[src/rtl/tff_pkg.sv]
// Shared encodings for the T-flip-flop up/down counter.
// Latency: n/a (constants only).
// Backpressure: n/a.
package tff_pkg;

  // Direction encoding carried on the 'up' input.
  localparam logic UP   = 1'b1;
  localparam logic DOWN = 1'b0;

  // Boundary behaviour selected by the SATURATE parameter.
  localparam int MODE_WRAP = 0;
  localparam int MODE_SAT  = 1;

endpackage : tff_pkg

[src/rtl/tff_cell.sv]
// Single T flip-flop: the stored bit inverts on each rising edge with t=1.
// Latency: one clock from t to q.
// Backpressure: none; t=0 holds the bit.
//
// Ports:
//   clk  - clock, rising-edge active
//   rst  - synchronous active-high reset, forces q=0
//   t    - toggle request
//   q    - stored bit
//   qbar - complement of q
module tff_cell (
  input  logic clk,
  input  logic rst,
  input  logic t,
  output logic q,
  output logic qbar
);

  logic q_q;

  always_ff @(posedge clk) begin
    if (rst) begin
      q_q <= 1'b0;
    end else begin
      q_q <= q_q ^ t;
    end
  end

  assign q    = q_q;
  assign qbar = ~q_q;

endmodule : tff_cell

[src/rtl/tff_updown_counter.sv]
// Modulo-MODULUS up/down counter built from per-bit T cells, with load, wrap/saturate.
// Latency: one clock from en/load to q; tc is combinational; wrap lags the wrapping step by one edge.
// Backpressure: none; en=0 and load=0 freezes the count.
//
// Ports:
//   clk  - clock, rising-edge active
//   rst  - synchronous active-high reset (q=0, wrap=0)
//   en   - count enable
//   up   - direction, UP=1 increments, DOWN=0 decrements
//   load - parallel load strobe (clamps d to MODULUS-1), beats en
//   d    - parallel load value
//   q    - registered count
//   qbar - ~q
//   tc   - terminal count for the current direction
//   wrap - one-cycle pulse in the cycle after a wrapping step
module tff_updown_counter
  import tff_pkg::*;
#(
  parameter int WIDTH    = 4,
  parameter int MODULUS  = 16,
  parameter int SATURATE = MODE_WRAP
) (
  input  logic             clk,
  input  logic             rst,
  input  logic             en,
  input  logic             up,
  input  logic             load,
  input  logic [WIDTH-1:0] d,
  output logic [WIDTH-1:0] q,
  output logic [WIDTH-1:0] qbar,
  output logic             tc,
  output logic             wrap
);

  localparam logic [WIDTH-1:0] MAX_Q = WIDTH'(MODULUS - 1);
  localparam logic [WIDTH-1:0] ONE_Q = WIDTH'(1);

  logic [WIDTH-1:0] next_d;
  logic [WIDTH-1:0] t;
  logic             at_max;
  logic             at_zero;
  logic             wrap_d;
  logic             wrap_q;
  logic [31:0]      d_ext;

  // Next-state, clamp, boundary detection and toggle vector in one place.
  always_comb begin
    next_d  = q;
    wrap_d  = 1'b0;
    d_ext   = 32'(d);
    at_max  = (q == MAX_Q);
    at_zero = (q == '0);
    tc      = ((up == UP) & at_max) | ((up == DOWN) & at_zero);

    if (load) begin
      next_d = (d_ext < 32'(MODULUS)) ? d : MAX_Q;
    end else if (en) begin
      if (up == UP) begin
        if (at_max) begin
          if (SATURATE == MODE_SAT) begin
            next_d = MAX_Q;
          end else begin
            next_d = '0;
            wrap_d = 1'b1;
          end
        end else begin
          next_d = q + ONE_Q;
        end
      end else begin
        if (at_zero) begin
          if (SATURATE == MODE_SAT) begin
            next_d = '0;
          end else begin
            next_d = MAX_Q;
            wrap_d = 1'b1;
          end
        end else begin
          next_d = q - ONE_Q;
        end
      end
    end

    // Each cell only needs to know which bits differ from the target.
    t = q ^ next_d;
  end

  for (genvar gi = 0; gi < WIDTH; gi++) begin : g_cell
    tff_cell u_cell (
      .clk  (clk),
      .rst  (rst),
      .t    (t[gi]),
      .q    (q[gi]),
      .qbar (qbar[gi])
    );
  end

  always_ff @(posedge clk) begin
    if (rst) begin
      wrap_q <= 1'b0;
    end else begin
      wrap_q <= wrap_d;
    end
  end

  assign wrap = wrap_q;

endmodule : tff_updown_counter

[config.mk]
export PLATFORM = sky130hd
export DESIGN_NAME = tff_updown_counter
export DESIGN_NICKNAME = d
export VERILOG_FILES = /design/src/rtl/tff_pkg.sv /design/src/rtl/tff_cell.sv /design/src/rtl/tff_updown_counter.sv
export SDC_FILE = /design/constraint.sdc
export NUM_CORES = 1
export LEC_CHECK = 0
export ABC_AREA = 1
export ABC_CLOCK_PERIOD_IN_PS = 2050
export BUFFER_PORTS_ARGS = -buffer_cell sky130_fd_sc_hd__buf_4
export CORE_AREA = 2 2 39 41
export CTS_BUF_LIST = sky130_fd_sc_hd__clkbuf_2 sky130_fd_sc_hd__clkbuf_4 sky130_fd_sc_hd__clkbuf_8
export DETAILED_ROUTE_END_ITERATION = 8
export DIE_AREA = 0 0 41 43
export GPL_TIMING_DRIVEN = 0
export PLACE_DENSITY = 0.62
export SYNTH_ARGS = -nofsm -noshare
export SYNTH_HDL_FRONTEND = slang
export SYNTH_HIERARCHICAL = 1
export SYNTH_SLANG_ARGS = --single-unit
[constraint.sdc]
create_clock -name clk -period 2.05 [get_ports clk]
set_input_delay 0.5125 -clock clk [delete_from_list [all_inputs] [get_ports clk]]
set_output_delay 0.5125 -clock clk [all_outputs]
set_load 0.05 [all_outputs]
==> results by group, run 1 <==
CTS
  • CTS sink count: 5
  • Clock Tree Buf Depth: 2
  • H-tree levels: 1
  • Hold-fix buffers, CTS: 0
  • Clock transition at the registers of the reported paths: 40 ps
  • Postcts setup bufs: 0
  • Root buffer cell: clkbuf_4
  • Clock latency on the worst-skew pair: 240 ps
  • CTS tree: built
  • CTS Buf Count: 3
  • Post-CTS resize count: 0

Critical path
  • R2R Setup Slk: 380 ps
  • Critical Path Source: g_cell[0].u_cell/q$_SDFF_PP0_
  • WP data required: 1540 ps
  • Critical Path End: tc
  • Worst r2r src: g_cell[0].u_cell/q$_SDFF_PP0_
  • Crit Path Class: reg -> out
  • Worst r2r dst: g_cell[1].u_cell/q$_SDFF_PP0_
  • Startpoint types: register
  • CP Data Arrival Time: 1460 ps
  • Worst r2r path cells: 9
  • Crit. End Element: output pin
  • Max Fanout on Critical Path: 10

Finish
  • Most common cell after layout, fill and taps aside: nand2_1
  • Final nets: 116
  • Layout cells sized above 1: 0.327
  • Most frequent cells in the layout: 23 x nand2_1, 18 x buf_4, 14 x inv_1, 8 x nor2_1, 6 x nand3_1
  • Design area: 672 um2
  • Area growth from synthesis to layout: 38.8%
  • # diodes: 0

STA
  • Final Max Slew Viols: 0
  • Worst Skew: 0.984 ps
  • Final hold violations: 0
  • Period utilization: 0.961
  • Worst-Margin Slew: 376 ps
  • Setup Viol. Count Final: 0
  • Max Fclk: 508 MHz
  • Rel. slew slack: 0.749
  • Setup TNS: 0 ps
  • Tmin final: 1970 ps
  • RSZ-0062 raised after global routing: false

Floorplanning
  • IO Pins: 19
  • Core area: 1380 um2
  • Die Y: 43 um
  • Die span in x: 41 um
  • Die area: 1760 um2
  • Initial Util: 0.350
  • Row cnt: 14

Global routing
  • Gr ovfl total: 0
  • Antenna violations before repair: 0
  • Gr usage total: 0.138
  • Vias in the first global route: 428
  • Largest net degree at the start of global routing: 12
  • First-pass GRT wire length: 1660 um

Routing
  • Wirelength per Cell: 9.18 um
  • Post-Route WL: 1100 um
  • Starting DRT DRC Count: 8
  • Total iterations of the first detailed-routing run: 4
  • M1 WL: 516 um
  • Met3 wire length: 67 um
  • Met2 WL: 516 um
  • Vias per cell: 4.53
  • Post-DRT Antenna Nets: 0
  • DR top layer: met3
  • Vias: 543
  • Post-route DRC: 0

Placement
  • Count of buffers from port buffering: 18
  • Placed instance area: 642 um2
  • Routability cong.: 0.808
  • Final HPWL DP: 864 um

Synthesis
  • Netlist cell types: 19
  • Sequential fraction of the synthesis area: 0.207
  • Synthesized area: 484 um2
  • Yosys warnings: 6
  • Post-synth top area share: 0.207
  • Synth Instances: 82
  • Ranking of synthesized cells by area: dfxtp_1 21%, nand2_1 18%, inv_1 11%
  • Syn_nets: 93
  • #FFs+latches synth: 5
  • Syn avg cell area: 5.91 um2
  • Yosys top cell by area: dfxtp_1

Pwr
  • Pint: 416 uW
  • Switching share of power: 0.549
  • VDD IR max: 701 uV
  • Leak: 0.000355 uW
  • Overall Power: 921 uW
  • P_sw: 505 uW
  • Power Dens Cells: 1370 nW/um2
  • Sequential share of power: 0.226
  • Comb power frac: 0.638
  • Clock Power Share: 0.136

Hold path
  • HP Class: in -> reg

Flow run
  • Max cap viols: 0

Outcome
  • Outcome: finished clean
## final cells by class
cell class	count	area [um2]
multi-input cells	61	324
fillers	156	712
repair buffers	18	135
flip-flops and latches	5	103
clock buffers	4	30.0
inverters	16	60.1
well taps	16	20.0
## synthesized netlist by cell type, drive strengths merged
master  instances
inv            16
xnor2           2
o22ai           1
o21ai           4
ha              2
or2             1
nand3           7
nand2          23
xor2            2
a21oi           4
nor4            1
nand4           1
dfxtp           5
nor2           13
## how the worst min path moves through the flow
stage | from | endpoint | slack [ps] | depth (start not counted)
2_1_floorplan | load | wrap$_SDFF_PP0_ | 580 | 1
3_3_place_gp | g_cell[1].u_cell/q$_SDFF_PP0_ | g_cell[1].u_cell/q$_SDFF_PP0_ | 570 | 2
3_5_place_dp | g_cell[1].u_cell/q$_SDFF_PP0_ | g_cell[1].u_cell/q$_SDFF_PP0_ | 570 | 2
4_1_cts | rst | wrap$_SDFF_PP0_ | 470 | 2
5_1_grt | rst | wrap$_SDFF_PP0_ | 470 | 2
6_report | rst | wrap$_SDFF_PP0_ | 480 | 2
## power groups by stage
stage	Sequential, uW	Clock (uW)	Combinational [uW]
after floorplan	285	0	356
after global placement	209	0	583
after detailed placement	209	0	589
after CTS	207	133	592
after global routing	214	135	648
final	208	125	587
## logic make-up (layout without fill, tap and decap cells)
| kind of cell | Yosys count | after routing | synth area share |
|---|---|---|---|
| xor gates and xnor gates | 4 | 4 | 0.0724 |
| DFF | 5 | 5 | 0.207 |
| buffers and inverters | 16 | 38 | 0.124 |
| adders and majority gates | 2 | 2 | 0.0517 |
| and+or+nand+nor | 46 | 46 | 0.450 |
| AOI/OAI and AO/OA | 9 | 9 | 0.0956 |
## per-stage QoR
step / setup slack [ps] / instances / hold slack (ps) / util
after CTS: 80.0 / 120 / 468 / 0.486
after global routing: 14.2 / 120 / 473 / 0.486
after detailed placement: 352 / 116 / 575 / 0.464
after global placement: 344 / 116 / 569 / 0.464
after floorplan: 71.8 / 82 / 585 / -
final: 79.8 / 120 / 477 / 0.486
## sequential cells by signal, summed over array words and instances, names as in the netlist
| signal | cells |
|---|---|
| g_cell.u_cell/q | 4 |
| wrap | 1 |
## worst max-delay path, stage by stage (launching register included)
cell	delay [ps]
dfxtp_2	440
ha_1	210
nand3_2	100
nor2_4	130
inv_1	50
nand2_1	80
buf_4	200
## routing by layer
metal	up-vias	track usage
met5	-	0
met4	0	0.0200
met3	0	0.0785
met2	18	0.213
met1	224	0.166
li1	301	-
Power figures use the tool's default switching activity.
==> run 2: changes to the inputs <==
--- a/config.mk
+++ b/config.mk
@@ -8,6 +8,7 @@
 export ABC_AREA = 1
 export ABC_CLOCK_PERIOD_IN_PS = 2050
 export BUFFER_PORTS_ARGS = -buffer_cell sky130_fd_sc_hd__buf_4
+export CAP_MARGIN = 20
 export CORE_AREA = 2 2 39 41
 export CTS_BUF_LIST = sky130_fd_sc_hd__clkbuf_2 sky130_fd_sc_hd__clkbuf_4 sky130_fd_sc_hd__clkbuf_8
 export DETAILED_ROUTE_END_ITERATION = 8
==> constraint.sdc (replaced) <==
create_clock -name clk -period 2.05 [get_ports clk]
set_input_delay 0 -clock clk [delete_from_list [all_inputs] [get_ports clk]]
set_output_delay 0 -clock clk [all_outputs]
set_load 0.05 [all_outputs]
==> results by group, run 2 (same netlist as run 1, synthesis figures left out) <==
Outcome
  • Outcome: finished clean

Routing
  • Post-Route WL: 1120 um (+1.4%)
  • Post-route DRC: 0 (unchanged)
  • Wirelength per Cell: 9.15 um (-0.30%)
  • Post-DRT Antenna Nets: 0 (unchanged)
  • Vias: 542 (-0.18%)
  • Vias per cell: 4.44 (-1.8%)
  • Starting DRT DRC Count: 6 (-2)
  • Total iterations of the first detailed-routing run: 6 (+2)

Finish
  • Largest register FFs: 4 (unchanged)
  • Final nets: 118 (+1.7%)
  • Core Util, Final: 0.500 (+0.0145)
  • Post-Layout Cell Count: 122 (+1.7%)
  • # diodes: 0 (unchanged)
  • Layout cells sized above 1: 0.321 (-0.00617)
  • Area growth from synthesis to layout: 42.9%
  • Design area: 692 um2 (+3.0%)
  • Most common cell after layout, fill and taps aside: nand2_1
  • Most frequent cells in the layout: 23 x nand2_1, 18 x buf_4, 14 x inv_1, 8 x nor2_1, 6 x nand3_1

CTS
  • CTS Buf Count: 3 (unchanged)
  • Root buffer cell: clkbuf_4
  • CTS sink count: 5 (unchanged)
  • Clock transition at the registers of the reported paths: 40 ps (about the same)
  • Clock Tree Buf Depth: 2 (unchanged)
  • CTS tree: built
  • Postcts setup bufs: 0 (unchanged)
  • Clock latency on the worst-skew pair: 240 ps (about the same)
  • H-tree levels: 1 (unchanged)

Floorplanning
  • Die area: 1760 um2 (unchanged)
  • Die Y: 43 um (unchanged)
  • Initial Util: 0.350 (unchanged)
  • IO Pins: 19 (unchanged)
  • Die span in x: 41 um (unchanged)
  • Core area: 1380 um2 (unchanged)
  • Row cnt: 14 (unchanged)

STA
  • Rel. slew slack: 0.761 (+0.0120)
  • Setup Viol. Count Final: 0 (unchanged)
  • Worst Skew: 0.805 ps (-0.179 ps)
  • Setup TNS: 0 ps (unchanged)
  • Tmin final: 1770 ps (-201 ps)
  • Max Fclk: 565 MHz (+11%)
  • RSZ-0062 raised after global routing: false
  • Final Max Slew Viols: 0 (unchanged)
  • Setup WS post-layout: 281 ps (+201 ps)
  • Period utilization: 0.863 (-0.0979)
  • Final hold violations: 0 (unchanged)
  • Worst-Margin Slew: 358 ps (-17.9 ps)

Critical path
  • Worst r2r src: g_cell[0].u_cell/q$_SDFF_PP0_
  • R2R Setup Slk: 280 ps (-100 ps)
  • Worst r2r dst: wrap$_SDFF_PP0_
  • Worst r2r path cells: 8 (-1)
  • CP Data Arrival Time: 1960 ps (+500 ps)
  • WP data required: 2240 ps (+700 ps)
  • Crit. End Element: register
  • Max Fanout on Critical Path: 10 (unchanged)
  • Startpoint types: register
  • Crit Path Class: reg -> reg

Global routing
  • First-pass GRT wire length: 1950 um (+17%)
  • Gr usage total: 0.166 (+0.0276)
  • Vias in the first global route: 475 (+11%)
  • Largest net degree at the start of global routing: 12 (unchanged)
  • Antenna violations before repair: 0 (unchanged)
  • Gr ovfl total: 0 (unchanged)

Placement
  • Count of buffers from port buffering: 18 (unchanged)
  • Routability cong.: 0.814 (+0.84%)
  • Final HPWL DP: 843 um (-2.5%)
  • Setup Slack @ Placement: 277 ps (-74.5 ps)
  • Placed instance area: 639 um2 (-0.39%)
  • Inst Count DP: 116 (unchanged)

Hold path
  • Hold Path Cell Cnt: 7 (+5)
  • Hold endpoint: g_cell[0].u_cell/q$_SDFF_PP0_
  • Hold_sp: d[0]
  • HP Class: in -> reg

Pwr
  • Power Dens Cells: 1340 nW/um2 (-2.2%)
  • Leak: 0.000366 uW (+3.1%)
  • VDD IR max: 693 uV (-1.1%)

Flow run
  • Max cap viols: 0 (unchanged)
-- run 2: cell types whose count changed in the layout (fill, tap and decap cells not counted), sizes merged --
cell	delta
dlygate4sd3	+2
-- run 2: worst max-delay path by stage --
stage / startpoint / endpoint / slack [ps] / depth (start not counted)
after floorplan: g_cell[0].u_cell/q$_SDFF_PP0_ / g_cell[1].u_cell/q$_SDFF_PP0_ / 30 / 8
after global placement: g_cell[0].u_cell/q$_SDFF_PP0_ / g_cell[1].u_cell/q$_SDFF_PP0_ / 300 / 9
after detailed placement: g_cell[0].u_cell/q$_SDFF_PP0_ / g_cell[1].u_cell/q$_SDFF_PP0_ / 280 / 9
after CTS: g_cell[1].u_cell/q$_SDFF_PP0_ / wrap$_SDFF_PP0_ / 120 / 8
after global routing: g_cell[1].u_cell/q$_SDFF_PP0_ / wrap$_SDFF_PP0_ / 130 / 8
final: g_cell[0].u_cell/q$_SDFF_PP0_ / wrap$_SDFF_PP0_ / 280 / 8
-- run 2: metrics by stage --
step / hold WS (ps) / power (uW)
3_5_place_dp: 222 / 794
3_3_place_gp: 220 / 788
6_report: 216 / 927
4_1_cts: 211 / 937
5_1_grt: 235 / 1020
2_1_floorplan: 72.3 / 637
-- run 2: routing by layer --
metal | vias to the layer above | track usage | routed length (um)
met5 | - | 0 | 0
met4 | 0 | 0.120 | 9
met3 | 2 | 0.0471 | 50
met2 | 11 | 0.234 | 554
met1 | 229 | 0.203 | 501
li1 | 300 | - | -
-- run 2: repair_timing --
item                                    CTS  global route
gates resized for setup                   0             2
hold buffers                              2             0
endpoints found under the hold margin     1             0
endpoints found under the setup margin    0             1
-- run 2: critical path, stage by stage (launching register included) --
cell	delay (ps)
dfxtp_2	430
ha_1	210
nand3_2	100
nor2_4	120
inv_1	40
nand2_1	80
inv_2	40
nor4_2	110
dlygate4sd3_1	570
-- run 2: layout make-up --
type                            instances  area (um2)
Timing Repair Buffer                   20         155
Tap cell                               16        20.0
Multi-Input combinational cell         61         324
Sequential cell                         5         103
Clock buffer                            4        30.0
Inverter                               16        60.1
Fill cell                             144         692
-- run 2: report_power, final --
group	internal [uW]	switching [uW]	total, uW
clock	86.9	41.7	129
sequential	130	77.7	208
combinational	201	389	591
total	418	509	927
==> run 3: changes to the inputs <==
--- a/config.mk
+++ b/config.mk
@@ -9,12 +9,14 @@
 export ABC_CLOCK_PERIOD_IN_PS = 2050
 export BUFFER_PORTS_ARGS = -buffer_cell sky130_fd_sc_hd__buf_4
 export CAP_MARGIN = 20
-export CORE_AREA = 2 2 39 41
+export CELL_PAD_IN_SITES_DETAIL_PLACEMENT = 0
+export CELL_PAD_IN_SITES_GLOBAL_PLACEMENT = 1
+export CORE_MARGIN = 2
+export CORE_UTILIZATION = 32
 export CTS_BUF_LIST = sky130_fd_sc_hd__clkbuf_2 sky130_fd_sc_hd__clkbuf_4 sky130_fd_sc_hd__clkbuf_8
 export DETAILED_ROUTE_END_ITERATION = 8
-export DIE_AREA = 0 0 41 43
 export GPL_TIMING_DRIVEN = 0
-export PLACE_DENSITY = 0.62
+export PLACE_DENSITY = 0.79
 export SYNTH_ARGS = -nofsm -noshare
 export SYNTH_HDL_FRONTEND = slang
 export SYNTH_HIERARCHICAL = 1
==> results by group, run 3 (same netlist as run 1, synthesis figures left out) <==
Hold path
  • Hold endpoint: g_cell[0].u_cell/q$_SDFF_PP0_
  • HP Class: in -> reg
  • Hold_sp: d[0]
  • Hold Path Cell Cnt: 7 (unchanged)

Routing
  • Vias per cell: 4.39 (-1.3%)
  • Starting DRT DRC Count: 13 (+7)
  • Post-Route WL: 1110 um (-0.36%)
  • Total iterations of the first detailed-routing run: 4 (-2)
  • Post-route DRC: 0 (unchanged)
  • Post-DRT Antenna Nets: 0 (unchanged)
  • Vias: 535 (-1.3%)
  • Wirelength per Cell: 9.11 um (-0.36%)

Finish
  • Most frequent cells in the layout: 23 x nand2_1, 18 x buf_4, 14 x inv_1, 8 x nor2_1, 6 x nand3_1
  • Final nets: 118 (unchanged)
  • Multi-input logic area: 324 um2 (unchanged)
  • Fill count: 168 (+17%)
  • Post-Layout Cell Count: 122 (unchanged)
  • # diodes: 0 (unchanged)
  • Core Util, Final: 0.474 (-0.0258)
  • FF/Latch Area: 100 um2 (-2.4%)
  • Largest register FFs: 4 (unchanged)
  • Area growth from synthesis to layout: 42.4%
  • Most common cell after layout, fill and taps aside: nand2_1
  • Layout cells sized above 1: 0.302 (-0.0189)

Floorplanning
  • IO Pins: 19 (unchanged)
  • Core area: 1450 um2 (+5.1%)
  • Row cnt: 14 (unchanged)
  • Die area: 1840 um2 (+4.4%)
  • Initial Util: 0.333 (-0.0169)
  • Die Y: 42.9 um (-0.23%)
  • Die span in x: 42.9 um (+4.6%)

STA
  • Setup Viol. Count Final: 0 (unchanged)
  • Rel. slew slack: 0.755 (-0.00570)
  • Final Max Slew Viols: 0 (unchanged)
  • Worst-Margin Slew: 367 ps (+8.55 ps)
  • RSZ-0062 raised after global routing: false
  • Worst Skew: 6.25 ps (+5.44 ps)
  • Period utilization: 0.934 (+0.0712)
  • Max Fclk: 522 MHz (-7.6%)
  • Hold WS: 219 ps (+2.35 ps)
  • Final hold violations: 0 (unchanged)
  • Setup TNS: 0 ps (unchanged)
  • Tmin final: 1920 ps (+146 ps)

CTS
  • Clock Tree Buf Depth: 2 (unchanged)
  • Root buffer cell: clkbuf_4
  • CTS Buf Count: 3 (unchanged)
  • CTS tree: built
  • Postcts setup bufs: 0 (unchanged)
  • Clock latency on the worst-skew pair: 240 ps (about the same)
  • H-tree levels: 1 (unchanged)
  • Clock transition at the registers of the reported paths: 50 ps (about the same)
  • CTS sink count: 5 (unchanged)

Placement
  • Count of buffers from port buffering: 18 (unchanged)
  • Routability cong.: 0.709 (-13%)
  • Inst Count DP: 116 (unchanged)
  • Final HPWL DP: 878 um (+4.2%)

Critical path
  • Worst r2r path cells: 8 (unchanged)
  • Startpoint types: register
  • R2R Setup Slk: 130 ps (-150 ps)
  • Crit. End Element: register
  • Worst r2r src: g_cell[1].u_cell/q$_SDFF_PP0_
  • Crit Path Class: reg -> reg
  • Worst r2r dst: wrap$_SDFF_PP0_
  • CP Data Arrival Time: 2090 ps (+130 ps)
  • Max Fanout on Critical Path: 10 (unchanged)
  • WP data required: 2230 ps (about the same)

Global routing
  • First-pass GRT wire length: 1910 um (-1.7%)
  • Largest net degree at the start of global routing: 12 (unchanged)
  • Gr ovfl total: 0 (unchanged)
  • Vias in the first global route: 470 (-1.1%)
  • Antenna violations before repair: 0 (unchanged)
  • Gr usage total: 0.140 (-0.0260)

Pwr
  • Power Dens Cells: 1330 nW/um2 (-0.65%)
  • Leak: 0.000365 uW (-0.13%)
  • Comb power frac: 0.641 (+0.004)
  • P_sw: 505 uW (-0.73%)
  • Pint: 413 uW (-1.3%)
  • Clock Power Share: 0.138 (about the same)
  • Sequential share of power: 0.221 (-0.003)
  • VDD IR max: 562 uV (-19%)
  • Switching share of power: 0.550 (+0.00152)

Outcome
  • Outcome: finished clean

Flow run
  • Max cap viols: 0 (unchanged)
==> run 3: changes by cell type in the layout (fill, tap and decap cells not counted) <==
cell     previous run  this run
dfxtp_1             3         5
dfxtp_2             2         0
==> run 3: power by group through the flow <==
stage / sequential, uW / clock [uW] / combinational (uW)
2_1_floorplan: 281 / 0 / 356
3_3_place_gp: 206 / 0 / 587
3_5_place_dp: 208 / 0 / 589
4_1_cts: 206 / 135 / 595
5_1_grt: 214 / 143 / 638
6_report: 203 / 126 / 589
==> run 3: area by class of cell <==
type / instances / area share
multi-input combinational: 61 / 0.470
sequential: 5 / 0.145
clock buffer: 4 / 0.0436
timing repair buffer: 20 / 0.225
tap: 16 / 0.0290
inverter: 16 / 0.0871
==> run 3: through the flow <==
stage | cell area (um2) | setup slack (ps) | total power (uW)
6_report | 689 | 135 | 918
4_1_cts | 689 | 83.5 | 936
2_1_floorplan | 484 | 28.7 | 637
3_3_place_gp | 639 | 253 | 792
5_1_grt | 689 | 6.77 | 995
3_5_place_dp | 639 | 243 | 797
==> run 3: worst max-delay path by stage <==
stage                                          to  cells past startpoint  slack, ps                           from
finish                            wrap$_SDFF_PP0_                      8        130  g_cell[1].u_cell/q$_SDFF_PP0_
global route                      wrap$_SDFF_PP0_                      7          7  g_cell[0].u_cell/q$_SDFF_PP0_
CTS                               wrap$_SDFF_PP0_                      8         80  g_cell[0].u_cell/q$_SDFF_PP0_
detailed placement  g_cell[1].u_cell/q$_SDFF_PP0_                      8        240  g_cell[0].u_cell/q$_SDFF_PP0_
global placement    g_cell[1].u_cell/q$_SDFF_PP0_                      9        250  g_cell[0].u_cell/q$_SDFF_PP0_
floorplan           g_cell[1].u_cell/q$_SDFF_PP0_                      8         30  g_cell[0].u_cell/q$_SDFF_PP0_
==> run 3: metal layers <==
layer,share of wire,track usage,wire (um)
met4,0.0081,0.0938,9
met1,0.49,0.170,542
met2,0.46,0.218,511
met3,0.044,0.0298,49
met5,0,0,0
==> run 3: repair_timing <==
action                                 4_1_cts  5_1_grt
setup endpoints to repair                    0        0
hold buffers                                 2        0
resized for setup                            0        0
endpoints found under the hold margin        1        0
==> run 3: worst max-delay path, stage by stage, from the launching register on <==
cell and delay [ps]:
dfxtp_1 530, ha_1 250, nand3_2 100, nor2_4 120, inv_1 40, nand2_1 80
inv_2 40, nor4_2 120, dlygate4sd3_1 570
